## src/rtl/pipe_pkg.sv

```systemverilog
// Shared types and helpers for the parametrised inter-stage pipeline register.
// The skid state type is only used when PIPE_STAGE_SKID_EN is defined.
package pipe_pkg;

  typedef enum logic [0:0] {
    SKID_EMPTY = 1'b0,
    SKID_FULL  = 1'b1
  } pipe_skid_state_t;

  localparam int unsigned PIPE_WIDTH_DEF = 32;
  localparam int unsigned PIPE_LANES_DEF = 3;
  localparam int unsigned PIPE_MAX_BUS   = 1024;

  // Lane k of a packed payload bus (lane 0 in the LSBs), zero-extended.
  function automatic logic [PIPE_MAX_BUS-1:0] lane_slice(
    input logic [PIPE_MAX_BUS-1:0] bus,
    input int unsigned             k,
    input int unsigned             w
  );
    logic [PIPE_MAX_BUS-1:0] mask;
    mask = (w >= PIPE_MAX_BUS) ? '1 : ((PIPE_MAX_BUS'(1) << w) - PIPE_MAX_BUS'(1));
    return (bus >> (k * w)) & mask;
  endfunction

endpackage

```

## src/rtl/pipe_sat_counter.sv

```systemverilog
// Saturating event counter with a registered threshold flag.
// Counts while i_inc is high, clears to zero on any cycle it is low.
module pipe_sat_counter
  import pipe_pkg::*;
#(
  parameter int unsigned CNT_W = 8,
  parameter int unsigned LIMIT = 200
) (
  input  logic             clk,
  input  logic             rst_n,
  input  logic             i_inc,
  output logic [CNT_W-1:0] o_cnt,
  output logic             o_hit
);

  localparam logic [CNT_W-1:0] CNT_MAX = '1;
  localparam logic [CNT_W-1:0] CNT_LIM = CNT_W'(LIMIT);

  logic [CNT_W-1:0] r_cnt;
  logic             r_hit;
  logic [CNT_W-1:0] w_next;

  always_comb begin
    w_next = '0;
    if (i_inc) begin
      w_next = (r_cnt == CNT_MAX) ? r_cnt : r_cnt + CNT_W'(1);
    end
  end

  // Flag is computed from the next count so it lands on the same edge.
  always_ff @(posedge clk or negedge rst_n) begin
    if (!rst_n) begin
      r_cnt <= '0;
      r_hit <= 1'b0;
    end else begin
      r_cnt <= w_next;
      r_hit <= (w_next >= CNT_LIM);
    end
  end

  assign o_cnt = r_cnt;
  assign o_hit = r_hit;

endmodule

```

## src/rtl/pipe_stage_reg.sv

```systemverilog
// Reusable pipeline register with stall hold, flush bubble, upstream ready and a
// stall-duration counter. Define PIPE_STAGE_SKID_EN for the one-entry skid buffer.
module pipe_stage_reg
  import pipe_pkg::*;
#(
  parameter int unsigned WIDTH       = PIPE_WIDTH_DEF,
  parameter int unsigned LANES       = PIPE_LANES_DEF,
  parameter int unsigned CNT_W       = 8,
  parameter int unsigned STALL_LIMIT = 200
) (
  input  logic                   clk,
  input  logic                   rst_n,
  input  logic                   stall_i,
  input  logic                   flush_i,
  input  logic                   in_valid,
  input  logic [LANES*WIDTH-1:0] in_data,
  output logic                   in_ready,
  output logic                   out_valid,
  output logic [LANES*WIDTH-1:0] out_data,
  output logic [CNT_W-1:0]       stall_cnt_o,
  output logic                   hang_o
);

  localparam int unsigned BUS_W = LANES * WIDTH;

  logic             w_cnt_inc;
  logic             w_load_valid;
  logic [BUS_W-1:0] w_load_data;
  logic             r_out_valid;
  logic [BUS_W-1:0] r_out_data;

  // A flush cycle never counts as stalled, even when stall_i is high.
  assign w_cnt_inc = stall_i & ~flush_i;

  pipe_sat_counter #(
    .CNT_W (CNT_W),
    .LIMIT (STALL_LIMIT)
  ) u_stall_cnt (
    .clk   (clk),
    .rst_n (rst_n),
    .i_inc (w_cnt_inc),
    .o_cnt (stall_cnt_o),
    .o_hit (hang_o)
  );

`ifdef PIPE_STAGE_SKID_EN
  pipe_skid_state_t r_skid_state;
  logic [BUS_W-1:0] r_skid_data;
  logic             w_skid_capture;

  // Upstream still sees ready during the first stall cycle; that word parks here.
  assign w_skid_capture = ~flush_i & stall_i & in_valid & (r_skid_state == SKID_EMPTY);

  always_ff @(posedge clk or negedge rst_n) begin
    if (!rst_n) begin
      r_skid_state <= SKID_EMPTY;
    end else if (flush_i) begin
      r_skid_state <= SKID_EMPTY;
    end else if (stall_i) begin
      if (w_skid_capture) begin
        r_skid_state <= SKID_FULL;
      end
    end else begin
      r_skid_state <= SKID_EMPTY;
    end
  end

  always_ff @(posedge clk) begin
    if (w_skid_capture) begin
      r_skid_data <= in_data;
    end
  end

  assign in_ready = (r_skid_state == SKID_EMPTY);

  // A full skid drains first; in_ready was low, so in_valid is ignored then.
  always_comb begin
    w_load_valid = in_valid;
    w_load_data  = in_valid ? in_data : '0;
    if (r_skid_state == SKID_FULL) begin
      w_load_valid = 1'b1;
      w_load_data  = r_skid_data;
    end
  end
`else
  assign in_ready = ~stall_i;

  always_comb begin
    w_load_valid = in_valid;
    w_load_data  = in_valid ? in_data : '0;
  end
`endif

  // Output stage: flush beats stall beats load.
  always_ff @(posedge clk or negedge rst_n) begin
    if (!rst_n) begin
      r_out_valid <= 1'b0;
      r_out_data  <= '0;
    end else if (flush_i) begin
      r_out_valid <= 1'b0;
      r_out_data  <= '0;
    end else if (!stall_i) begin
      r_out_valid <= w_load_valid;
      r_out_data  <= w_load_data;
    end
  end

  assign out_valid = r_out_valid;
  assign out_data  = r_out_data;

endmodule

```

## config.mk

```make
export PLATFORM = sky130hd
export DESIGN_NAME = pipe_stage_reg
export DESIGN_NICKNAME = d
export VERILOG_FILES = /design/src/rtl/pipe_pkg.sv /design/src/rtl/pipe_sat_counter.sv /design/src/rtl/pipe_stage_reg.sv
export SDC_FILE = /design/constraint.sdc
export NUM_CORES = 1
export LEC_CHECK = 0
export CORE_MARGIN = 2
export CORE_UTILIZATION = 40
export CTS_CLUSTER_SIZE = 25
export DETAILED_ROUTE_END_ITERATION = 8
export MAX_ROUTING_LAYER = met4
export PLACE_DENSITY = 0.91
export SYNTH_ARGS = -nofsm -noshare
export SYNTH_HDL_FRONTEND = slang
export SYNTH_SLANG_ARGS = --single-unit
```

## constraint.sdc

```tcl
create_clock -name clk -period 5.4 [get_ports clk]
set_clock_uncertainty 0.2 [all_clocks]
set_input_delay 1.08 -clock clk [delete_from_list [all_inputs] [get_ports clk]]
set_output_delay 1.08 -clock clk [all_outputs]
set_load 0.005 [all_outputs]
```

# Word level (Yosys, flattened, before mapping)
# Cells that the tools add are included.
word_totals:
  register_bits: 106
  inputBits: 101
  word_cells: 18
op_classes:
  addsub: 1
  order_cmp: 1
  n_eq_ne: 2
  muxes: 7
  n_bitwise: 3
ops:
  columns: ["op", "n"]
  rows:
  - ["two-way mux 96 bit", 3]
  - ["two-way mux 8 bit", 2]
  - ["adder 8 x 1 -> 8 bit, second input constant", 1]
  - ["equality test 8 bit, second input constant", 1]
  - [">= comparator 8 bit, second input constant", 1]
  - ["two-way mux 1 bit", 2]
  - ["!= test 2 x 1 -> 1 bit, second input constant", 1]
  - ["NOT 1 bit", 2]
  - ["AND 1 bit", 1]

# Depth between registers and ports, before layout
# Gate-level depths: netlist of run 1.
logic_depth:
  word_depth: 4
  mapped_depth: 5
  ltp_nobuf: 5

# Cells and area by module
# From an unflattened synthesis of run 1, not the netlist that was laid out.
unflattened:
  cells_unflattened: 285
  hier_area_um2: 4177.8
modules_own_cells:
  columns: ["mod", "instances", "cells_each", "area_each_um2", "seq_area_each_um2"]
  rows:
  - ["pipe_stage_reg", 1, 232, 3649.8, 2427.3]
  - ["pipe_sat_counter", 1, 53, 528.0, 225.2]

# Worst setup path before layout of run 1
# No wires, ideal clock.
synth_path:
  path_kind: "in2out"
  from: "input port stall_i"
  to: "output port in_ready"
  t_arrival_ns: 1.149
  setup_slack_ns: 2.971
  cell_stages: 1
  n_path_buf: 0
  path_cell_list: "inv_1"
synth_via:
  elab_chain_len: 1
synth_lines:
  columns: ["element", "line_no", "source"]
  rows:
  - ["start: declaration", "pipe_stage_reg.sv:13", "input logic stall_i,"]
  - ["NOT 1 bit", "pipe_stage_reg.sv:86", "assign in_ready = ~stall_i;"]
  - ["end: declaration", "pipe_stage_reg.sv:17", "output logic in_ready,"]
# No other way between the ends.

# Worst setup path after layout of run 1
# Same ends and word-level chain as after synthesis.

==> results of run 1 <==
==> layer usage <==
metal	track usage, %	share of wire [%]
met4	8.82	3.1
met1	25.6	41
met2	34.0	50
met5	-	0
met3	4.14	5.9
==> logic make-up after synthesis <==
group,after synthesis
AO/OA/AOI/OAI,108
flip-flops,106
AND/OR/NAND/NOR,31
buffers and inverters,21
multiplexers,3
XOR/XNOR,1
adder cells (fa/ha/maj),1
==> area by class of cell <==
type	count	share of cell area, %
flip-flops and latches	106	42.4
inverters	1	0.0600
repair buffers	210	33.6
clock buffers	9	1.98
well taps	129	2.58
clock inverters	7	0.860
multi-input cells	144	18.5
==> power by group <==
group          internal, mW  total [mW]  switching [mW]  leakage, nW
sequential            0.821       0.838          0.0170         1.45
clock                 0.172       0.449           0.276       0.0939
combinational         0.133       0.205          0.0721         1.22
total                  1.13        1.49           0.365         2.77
==> registers in the layout, summed over array words and instances, names as in the netlist <==
register / flops
out_data: 96
out_valid: 1
u_stall_cnt.o_cnt: 8
u_stall_cnt.o_hit: 1
==> through the flow <==
| step | util, % | hold slack [ns] | setup WS [ns] | instances |
|---|---|---|---|---|
| after floorplan | - | 0.274 | 2.97 | 271 |
| after global placement | 65.2 | 0.258 | 1.91 | 590 |
| after detailed placement | 65.2 | 0.269 | 1.88 | 590 |
| after CTS | 67.1 | 0.290 | 1.85 | 606 |
| after global routing | 67.1 | 0.316 | 1.83 | 606 |
| final | 67.1 | 0.284 | 1.87 | 606 |
==> final timing paths <==
check	from	slack (ns)	endpoint	depth (start not counted)
worst max register to register	u_stall_cnt.o_cnt[0]	3.33	u_stall_cnt.o_cnt[1]	5
worst min register to register	out_valid	0.28	out_valid	1
min in group asynchronous	rst_n	0.57	out_data[2]	1
worst min-delay path	out_valid	0.28	out_valid	1
worst max-delay path	stall_i	1.87	in_ready	3
max in group asynchronous	rst_n	3.35	out_data[8]	2
==> worst max-delay path, stage by stage <==
cell             delay, ns
clkdlybuf4s50_1       0.47
inv_1                 0.16
clkdlybuf4s50_1       0.54
==> layout by cell type, fill, tap and decap left out, types with 2 or more instances in the layout <==
cell type / synthesis / layout
clkbuf_8: 0 / 9
and3_1: 2 / 2
buf_4: 0 / 3
inv_6: 0 / 2
clkdlybuf4s50_1: 0 / 206
a22o_1: 96 / 96
a21oi_1: 3 / 3
nand2_1: 4 / 4
nor4b_1: 2 / 2
nor3_1: 2 / 2
dfrtp_1: 106 / 106
clkinv_2: 0 / 2
nor2_1: 12 / 12
o21ai_0: 4 / 4
clkinv_4: 0 / 3
mux2i_1: 3 / 3
nand3_1: 3 / 3
==> out/metrics.yaml, run 1 <==
drt:
  vias_per_cell: 5.22
  ant_nets: 0
  drt_wl_total_mm: 10.7
  drc_errors: 0
  num_vias: 3161
  drt_pass1_iterations: 4
  drt-initial-drc-count: 106
  routedWlPerCell_um: 17.7
sta:
  fin_crit_ns: 3.53
  rsz0062_at_grt: "false"
  max_slew.worst_pin.slew_ns: 1.16
  relSlewSlack_pct: 22.7
  hold_viol: 0
  period_share_pct: 65.4
  setup_viol: 0
  slew_viol_final: 0
  fmax_mhz: 283
  setup_tns_ns: 0
synthesis:
  ys_types: 27
  synth_flop_cell: "dfrtp_1"
  mappedNetlistArea_mm2: 0.00388
  synth_most_common_cell: "dfrtp_1"
  synth.largest_area_cell: "dfrtp_1"
  synth_commonest_cells: "dfrtp_1 (106), a22o_1 (96), clkbuf_1 (15)"
  async_reset_ff_share_pct: 100
  syn_nets: 373
  synth.area.mux_share_pct: 0.774
  synth_fa_ha_area_share_pct: 0.322
  syn_inst: 271
  synth_compound_area_share_pct: 23.8
  synth.ff_latch_count: 106
  synth.top_cell.area_share_pct: 68.3
  ys_seq_area_share_pct: 68.3
  synth_xor_area_share_pct: 0.226
  synth-edff-count: 0
  synth_warnings: 0
  synth_top_family_by_area: "compound AO/OA/AOI/OAI gates"
  syn_avg_cell_area_um2: 14.3
  yosys.area_share.simple_pct: 4.35
  synth.top_cells.by_area: "dfrtp_1 (68%), a22o_1 (22%), clkbuf_1 (1.5%)"
global_route:
  first_global_vias: 3310
  grt_usage_pct: 20.9
  antenna_found_initial: 0
  grt_overflow: 0
  grt_max_degree: 98
  grt_pass1_wl_mm: 16.4
clock_network:
  ctsHoldBuffers: 0
  cts_sinks: 106
  clk_path_buf_depth: 2
  cts_tree: "built"
  clkTransAtPathRegs_ns: 0.09
  ctsResizeCount: 0
  cts_setup_buffers: 0
  cts_max_level: 3
  clk_latency_ns: 0.36
  cts-root-buf: "clkbuf_8"
  numCtsBuffers: 9
layout:
  layout-drive-gt1-share_pct: 5.45
  fillCellCount: 705
  multi_input_area_mm2: 0.00115
  area_growth_pct: 61.2
  seq_area_mm2: 0.00265
  insertedDiodeCount: 0
  design_area_mm2: 0.00625
  fin_nets: 574
floorplanning:
  start_util_pct: 41.6
  die_w_um: 103
  design.portCount: 208
  die_y_um: 103
  dieArea_mm2: 0.0105
  rows: 35
  core_area_mm2: 0.00933
critical_path:
  worstSetupStartpointType: "primary input"
  crit_arrival_ns: 2.25
  cp-end-kind: "primary output"
  worstSetupPathType: "primary input to primary output"
  required_ns: 4.12
  cp_max_fo: 3
placement:
  post-dp-hpwl_mm: 7.66
  portBuffers: 207
  placed_cell_area_mm2: 0.00608
  gp_congestion: 0.794
job:
  cap_violations: 0
pwr:
  p_leak_nw: 2.77
  ir_worst_vdd_uv: 126
  p_per_area_mw_per_mm2: 239
  power_mw: 1.49
hold_path:
  hold_path_class: "flip-flop to flip-flop"
run_status:
  status: "finished clean"
Note: power is estimated with default switching activity, not from simulation.
==> run 2, diff against run 1 <==
--- a/config.mk
+++ b/config.mk
@@ -6,11 +6,11 @@
 export NUM_CORES = 1
 export LEC_CHECK = 0
 export CORE_MARGIN = 2
-export CORE_UTILIZATION = 40
+export CORE_UTILIZATION = 39
 export CTS_CLUSTER_SIZE = 25
 export DETAILED_ROUTE_END_ITERATION = 8
 export MAX_ROUTING_LAYER = met4
-export PLACE_DENSITY = 0.91
+export PLACE_DENSITY = 0.89
 export SYNTH_ARGS = -nofsm -noshare
 export SYNTH_HDL_FRONTEND = slang
 export SYNTH_SLANG_ARGS = --single-unit
==> constraint.sdc (replaced) <==
create_clock -name clk -period 3.35 [get_ports clk]
set_clock_uncertainty 0.2 [all_clocks]
set_input_delay 0.67 -clock clk [delete_from_list [all_inputs] [get_ports clk]]
set_output_delay 0.67 -clock clk [all_outputs]
set_load 0.005 [all_outputs]
==> out/metrics.yaml, run 2 (synthesized netlist as in run 1, its figures left out) <==
run_status:
  status: "finished clean"
global_route:
  grt_usage_pct: 20.5  # -0.43 points
  grt_max_degree: 101  # +3.1%
  antenna_found_initial: 0  # unchanged
  grt_pass1_wl_mm: 17.1  # +4.6%
  first_global_vias: 3319  # +0.27%
  grt_overflow: 0  # unchanged
layout:
  fin_util_pct: 64.8  # -2.3 points
  insertedDiodeCount: 0  # unchanged
  layoutNonFillerInstCount: 612  # +0.99%
  fillCellCount: 775  # +9.9%
  area_growth_pct: 62.3
  largest_register_ffs: 96  # unchanged
  design_area_mm2: 0.00630  # +0.72%
  final_common_cell: "clkdlybuf4s50_1"
  final_cell_mix: "clkdlybuf4s50_1 (206), dfrtp_1 (106), a22o_1 (96)"
  layout-drive-gt1-share_pct: 5.64  # +0.19 points
  fin_nets: 576  # +0.35%
critical_path:
  r2r_slack_ns: 1.24  # -2.09 ns
  critPathSlowestCell: "clkdlybuf4s50_1"
  cp_max_fo: 3  # unchanged
  reg2reg_from: "u_stall_cnt.o_cnt[0]"
  worstSetupPathType: "primary input to primary output"
  worstRegToRegCells: 5  # unchanged
  crit_arrival_ns: 1.79  # -0.46 ns
  crit_chain: "clkdlybuf4s50_1 > inv_1 > clkdlybuf4s50_1"
  crit_top_cell: "clkdlybuf4s50_1"
  cp_slowest_stage_delay_ns: 0.51  # -0.03 ns
  r2r-end: "u_stall_cnt.o_cnt[1]"
  worstSetupStartpointType: "primary input"
  required_ns: 2.48  # -1.64 ns
  cp-end-kind: "primary output"
placement:
  place_inst: 595  # +0.85%
  portBuffers: 207  # unchanged
  post-dp-hpwl_mm: 7.44  # -3.0%
  placed_cell_area_mm2: 0.00611  # +0.62%
  post-place-ws_ns: 0.679  # -1.20 ns
  gp_congestion: 0.780  # -1.7%
floorplanning:
  design.portCount: 208  # unchanged
  dieArea_mm2: 0.0108  # +2.5%
  core_area_mm2: 0.00973  # +4.3%
  die_y_um: 104  # +1.2%
  die_w_um: 104  # +1.2%
  rows: 36  # +2.9%
  start_util_pct: 39.9  # -1.7 points
sta:
  max_slew.worst_pin.slew_ns: 0.662  # -0.494 ns
  fmax_mhz: 375
  fin_crit_ns: 2.66
  rsz0062_at_grt: "false"
  setup_viol: 0  # unchanged
  relSlewSlack_pct: 55.5  # +33 points
  holdWs_ns: 0.287  # +0.00310 ns
  slew_viol_final: 0  # unchanged
  hold_viol: 0  # unchanged
  finalWorstSetupSlack_ns: 0.685  # -1.18 ns
  setup_tns_ns: 0  # unchanged
  period_share_pct: 79.5
clock_network:
  clk_path_buf_depth: 2  # unchanged
  clkTransAtPathRegs_ns: 0.10  # about the same
  clk_latency_ns: 0.35  # about the same
  cts_setup_buffers: 0  # unchanged
  numCtsBuffers: 9  # unchanged
  cts_sinks: 106  # unchanged
  cts_tree: "built"
  cts_max_level: 3  # unchanged
  cts-root-buf: "clkbuf_8"
drt:
  drt_wl_total_mm: 10.7  # -0.47%
  ant_nets: 0  # unchanged
  vias_per_cell: 5.12  # -1.9%
  num_vias: 3133  # -0.89%
  drc_errors: 0  # unchanged
  drt_pass1_iterations: 6  # +2
  drt-initial-drc-count: 128  # +21%
  routedWlPerCell_um: 17.5  # -1.4%
pwr:
  power_mw: 2.40  # +61%
  p_seq_share_pct: 56.2  # about the same
  swShare_pct: 24.3  # -0.15 points
  p_int_mw: 1.82  # +61%
  p_comb_share_pct: 13.9  # about the same
  clock_power_share_pct: 29.8  # -0.3 points
  p_leak_nw: 2.78  # +0.33%
  switchingPower_uw: 585  # +60%
  ir_worst_vdd_uv: 263  # +110%
  p_per_area_mw_per_mm2: 381  # +60%
hold_path:
  hold_path_class: "flip-flop to flip-flop"
  hold_end: "out_valid"
  hold_path_startpoint: "out_valid"
  worstHoldPathCells: 1  # unchanged
job:
  cap_violations: 0  # unchanged
run 2: changes by cell type in the layout (fill, tap and decap cells not counted):
cell | previous run | this run
clkinv_4 | 3 | 0
buf_12 | 1 | 3
clkinvlp_4 | 0 | 2
buf_4 | 3 | 2
dlygate4sd3_1 | 0 | 1
inv_6 | 2 | 3
run 2: power by group through the flow:
stage / Clock [mW] / Combinational, mW / Sequential (mW)
after global placement: 0 / 0.329 / 1.37
final: 0.717 / 0.335 / 1.35
after detailed placement: 0 / 0.338 / 1.37
after global routing: 0.789 / 0.360 / 1.36
after CTS: 0.737 / 0.340 / 1.35
after floorplan: 0 / 0.0699 / 1.38
run 2: timing repair:
| action | in CTS | in global routing |
|---|---|---|
| hold buffers | 1 | 0 |
| resized for setup | 0 | 0 |
| hold endpoints to repair | 8 | 0 |
run 2: routing by layer:
| metal | share of wire (%) | GRT usage, % |
|---|---|---|
| met1 | 41 | 24.1 |
| met2 | 51 | 34.5 |
| met3 | 5.1 | 3.90 |
| met4 | 3.1 | 8.69 |
| met5 | 0 | - |
run 2: area by class of cell:
type | count | area (um2) | share of cell area (%)
clock inverters | 7 | 51.3 | 0.814
repair buffers | 212 | 2150 | 34.1
well taps | 133 | 166 | 2.64
flip-flops and latches | 106 | 2650 | 42.1
multi-input cells | 144 | 1150 | 18.3
clock buffers | 9 | 124 | 1.97
inverters | 1 | 3.75 | 0.0596
run 2: how the worst max path moves through the flow:
stage	startpoint	end	slack (ns)	cells past startpoint
after floorplan	stall_i	out_data[23]	1.57	4
after global placement	stall_i	in_ready	0.68	3
after detailed placement	stall_i	in_ready	0.68	3
after CTS	stall_i	in_ready	0.68	3
after global routing	stall_i	in_ready	0.65	3
final	stall_i	in_ready	0.69	3
run 2: worst max-delay path: cells and delay by family:
kind	cells	cell delay (ns)
buf+inv	3	1.12
==> run 3, diff against run 2 <==
--- a/config.mk
+++ b/config.mk
@@ -6,11 +6,11 @@
 export NUM_CORES = 1
 export LEC_CHECK = 0
 export CORE_MARGIN = 2
-export CORE_UTILIZATION = 39
+export CORE_UTILIZATION = 35
 export CTS_CLUSTER_SIZE = 25
 export DETAILED_ROUTE_END_ITERATION = 8
 export MAX_ROUTING_LAYER = met4
-export PLACE_DENSITY = 0.89
+export PLACE_DENSITY = 0.85
 export SYNTH_ARGS = -nofsm -noshare
 export SYNTH_HDL_FRONTEND = slang
 export SYNTH_SLANG_ARGS = --single-unit
==> constraint.sdc (replaced) <==
create_clock -name clk -period 2.38 [get_ports clk]
set_clock_uncertainty 0.2 [all_clocks]
set_input_delay 0.476 -clock clk [delete_from_list [all_inputs] [get_ports clk]]
set_output_delay 0.476 -clock clk [all_outputs]
set_load 0.005 [all_outputs]
==> out/metrics.yaml, run 3 (synthesized netlist as in run 1, its figures left out) <==
layout:
  largest_register_ffs: 96  # unchanged
  fin_nets: 578  # +0.35%
  final_common_cell: "clkdlybuf4s50_1"
  final_cell_mix: "clkdlybuf4s50_1 (206), dfrtp_1 (106), a22o_1 (96)"
  layoutNonFillerInstCount: 621  # +1.5%
  insertedDiodeCount: 0  # unchanged
  area_growth_pct: 64.4
  fin_util_pct: 58.9  # -5.9 points
  layout-drive-gt1-share_pct: 6.03  # +0.39 points
clock_network:
  cts_sinks: 106  # unchanged
  ctsHoldBuffers: 1  # unchanged
  clk_path_buf_depth: 2  # unchanged
  numCtsBuffers: 9  # unchanged
  clkTransAtPathRegs_ns: 0.09  # about the same
  cts_max_level: 3  # unchanged
  ctsResizeCount: 0  # unchanged
  cts-root-buf: "clkbuf_8"
  clk_latency_ns: 0.35  # about the same
  cts_setup_buffers: 0  # unchanged
  cts_tree: "built"
floorplanning:
  core_area_mm2: 0.0108  # +11%
  start_util_pct: 35.8  # -4.1 points
  die_y_um: 109  # +5.3%
  dieArea_mm2: 0.0119  # +11%
  design.portCount: 208  # unchanged
  die_w_um: 109  # +5.3%
  rows: 38  # +5.6%
sta:
  max_slew.worst_pin.slew_ns: 0.587  # -0.0756 ns
  holdWs_ns: 0.286  # -0.000713 ns
  setup_tns_ns: 0  # unchanged
  period_share_pct: 92.1
  slew_viol_final: 0  # unchanged
  setup_viol: 0  # unchanged
  rsz0062_at_grt: "false"
  hold_viol: 0  # unchanged
  fmax_mhz: 456
  fin_crit_ns: 2.19
  relSlewSlack_pct: 60.6  # +5.1 points
global_route:
  grt_usage_pct: 17.8  # -2.6 points
  antenna_found_initial: 0  # unchanged
  grt_max_degree: 107  # +5.9%
  first_global_vias: 3286  # -0.99%
  grt_overflow: 0  # unchanged
  grt_pass1_wl_mm: 16.1  # -5.9%
critical_path:
  crit_arrival_ns: 1.52  # -0.27 ns
  cp_max_fo: 2  # -1
  required_ns: 1.70  # -0.78 ns
  worstSetupStartpointType: "primary input"
  worstSetupPathType: "primary input to primary output"
  r2r_slack_ns: 0.35  # -0.89 ns
  cp-end-kind: "primary output"
placement:
  portBuffers: 207  # unchanged
  place_inst: 604  # +1.5%
  gp_congestion: 0.809  # +3.6%
  post-dp-hpwl_mm: 7.53  # +1.2%
run_status:
  status: "finished clean"
job:
  cap_violations: 0  # unchanged
drt:
  num_vias: 3166  # +1.1%
  drt-initial-drc-count: 127  # -0.78%
  routedWlPerCell_um: 17.1  # -2.4%
  vias_per_cell: 5.10  # -0.41%
  drc_errors: 0  # unchanged
  drt_pass1_iterations: 4  # -2
  drt_wl_total_mm: 10.6  # -0.97%
  ant_nets: 0  # unchanged
pwr:
  ir_worst_vdd_uv: 392  # +49%
  p_leak_nw: 2.82  # +1.5%
  p_per_area_mw_per_mm2: 558  # +46%
hold_path:
  hold_path_class: "flip-flop to flip-flop"
[run 3: cell types whose count changed in the layout (fill, tap and decap cells not counted), sizes merged]
cell,change
inv,-1
clkbuf,+3
clkinv,-1
bufinv,+1
clkinvlp,-2
buf,+2
[run 3: power by group]
part | leakage (nW) | switching [mW] | internal [mW]
logic | 1.25 | 0.165 | 0.311
clock network | 0.114 | 0.602 | 0.583
registers | 1.45 | 0.0384 | 1.86
[run 3: path summary, 6_finish.rpt]
path,from,end,cells past startpoint
max,stall_i,in_ready,3
min,out_valid,out_valid,1
max reg2reg,u_stall_cnt.o_cnt[0],u_stall_cnt.o_cnt[1],5
min reg2reg,out_valid,out_valid,1
max in group asynchronous,rst_n,u_stall_cnt.o_cnt[0],3
min in group asynchronous,rst_n,out_data[78],3
[run 3: layout make-up]
cell class	instances	area [um2]
multi-input cells	144	1150
repair buffers	214	2170
flip-flops and latches	106	2650
well taps	140	175
clock buffers	12	165
inverters	1	3.75
fillers	890	4460
clock inverters	4	56.3
[run 3: metrics by stage]
stage               power [mW]  setup WS, ns  area (um2)
detailed placement        2.42         0.186        6150
global placement          2.40         0.183        6150
floorplan                 2.04         0.601        3880
CTS                       3.61         0.185        6380
global route              3.73         0.136        6380
finish                    3.56         0.188        6380
[run 3: critical path, cell delays in order]
cell             delay, ns
clkdlybuf4s50_1       0.42
inv_1                 0.11
clkdlybuf4s50_1       0.51
[run 3: per-layer routing]
| layer | global-route usage [%] | routed length (um) | share of wire (%) | vias up |
|---|---|---|---|---|
| met2 | 29.4 | 5320 | 50 | 117 |
| met4 | 6.42 | 264 | 2.5 | 0 |
| met3 | 4.27 | 633 | 6.0 | 21 |
| li1 | - | - | - | 1444 |
| met5 | - | 0 | 0 | - |
| met1 | 21.4 | 4370 | 41 | 1584 |
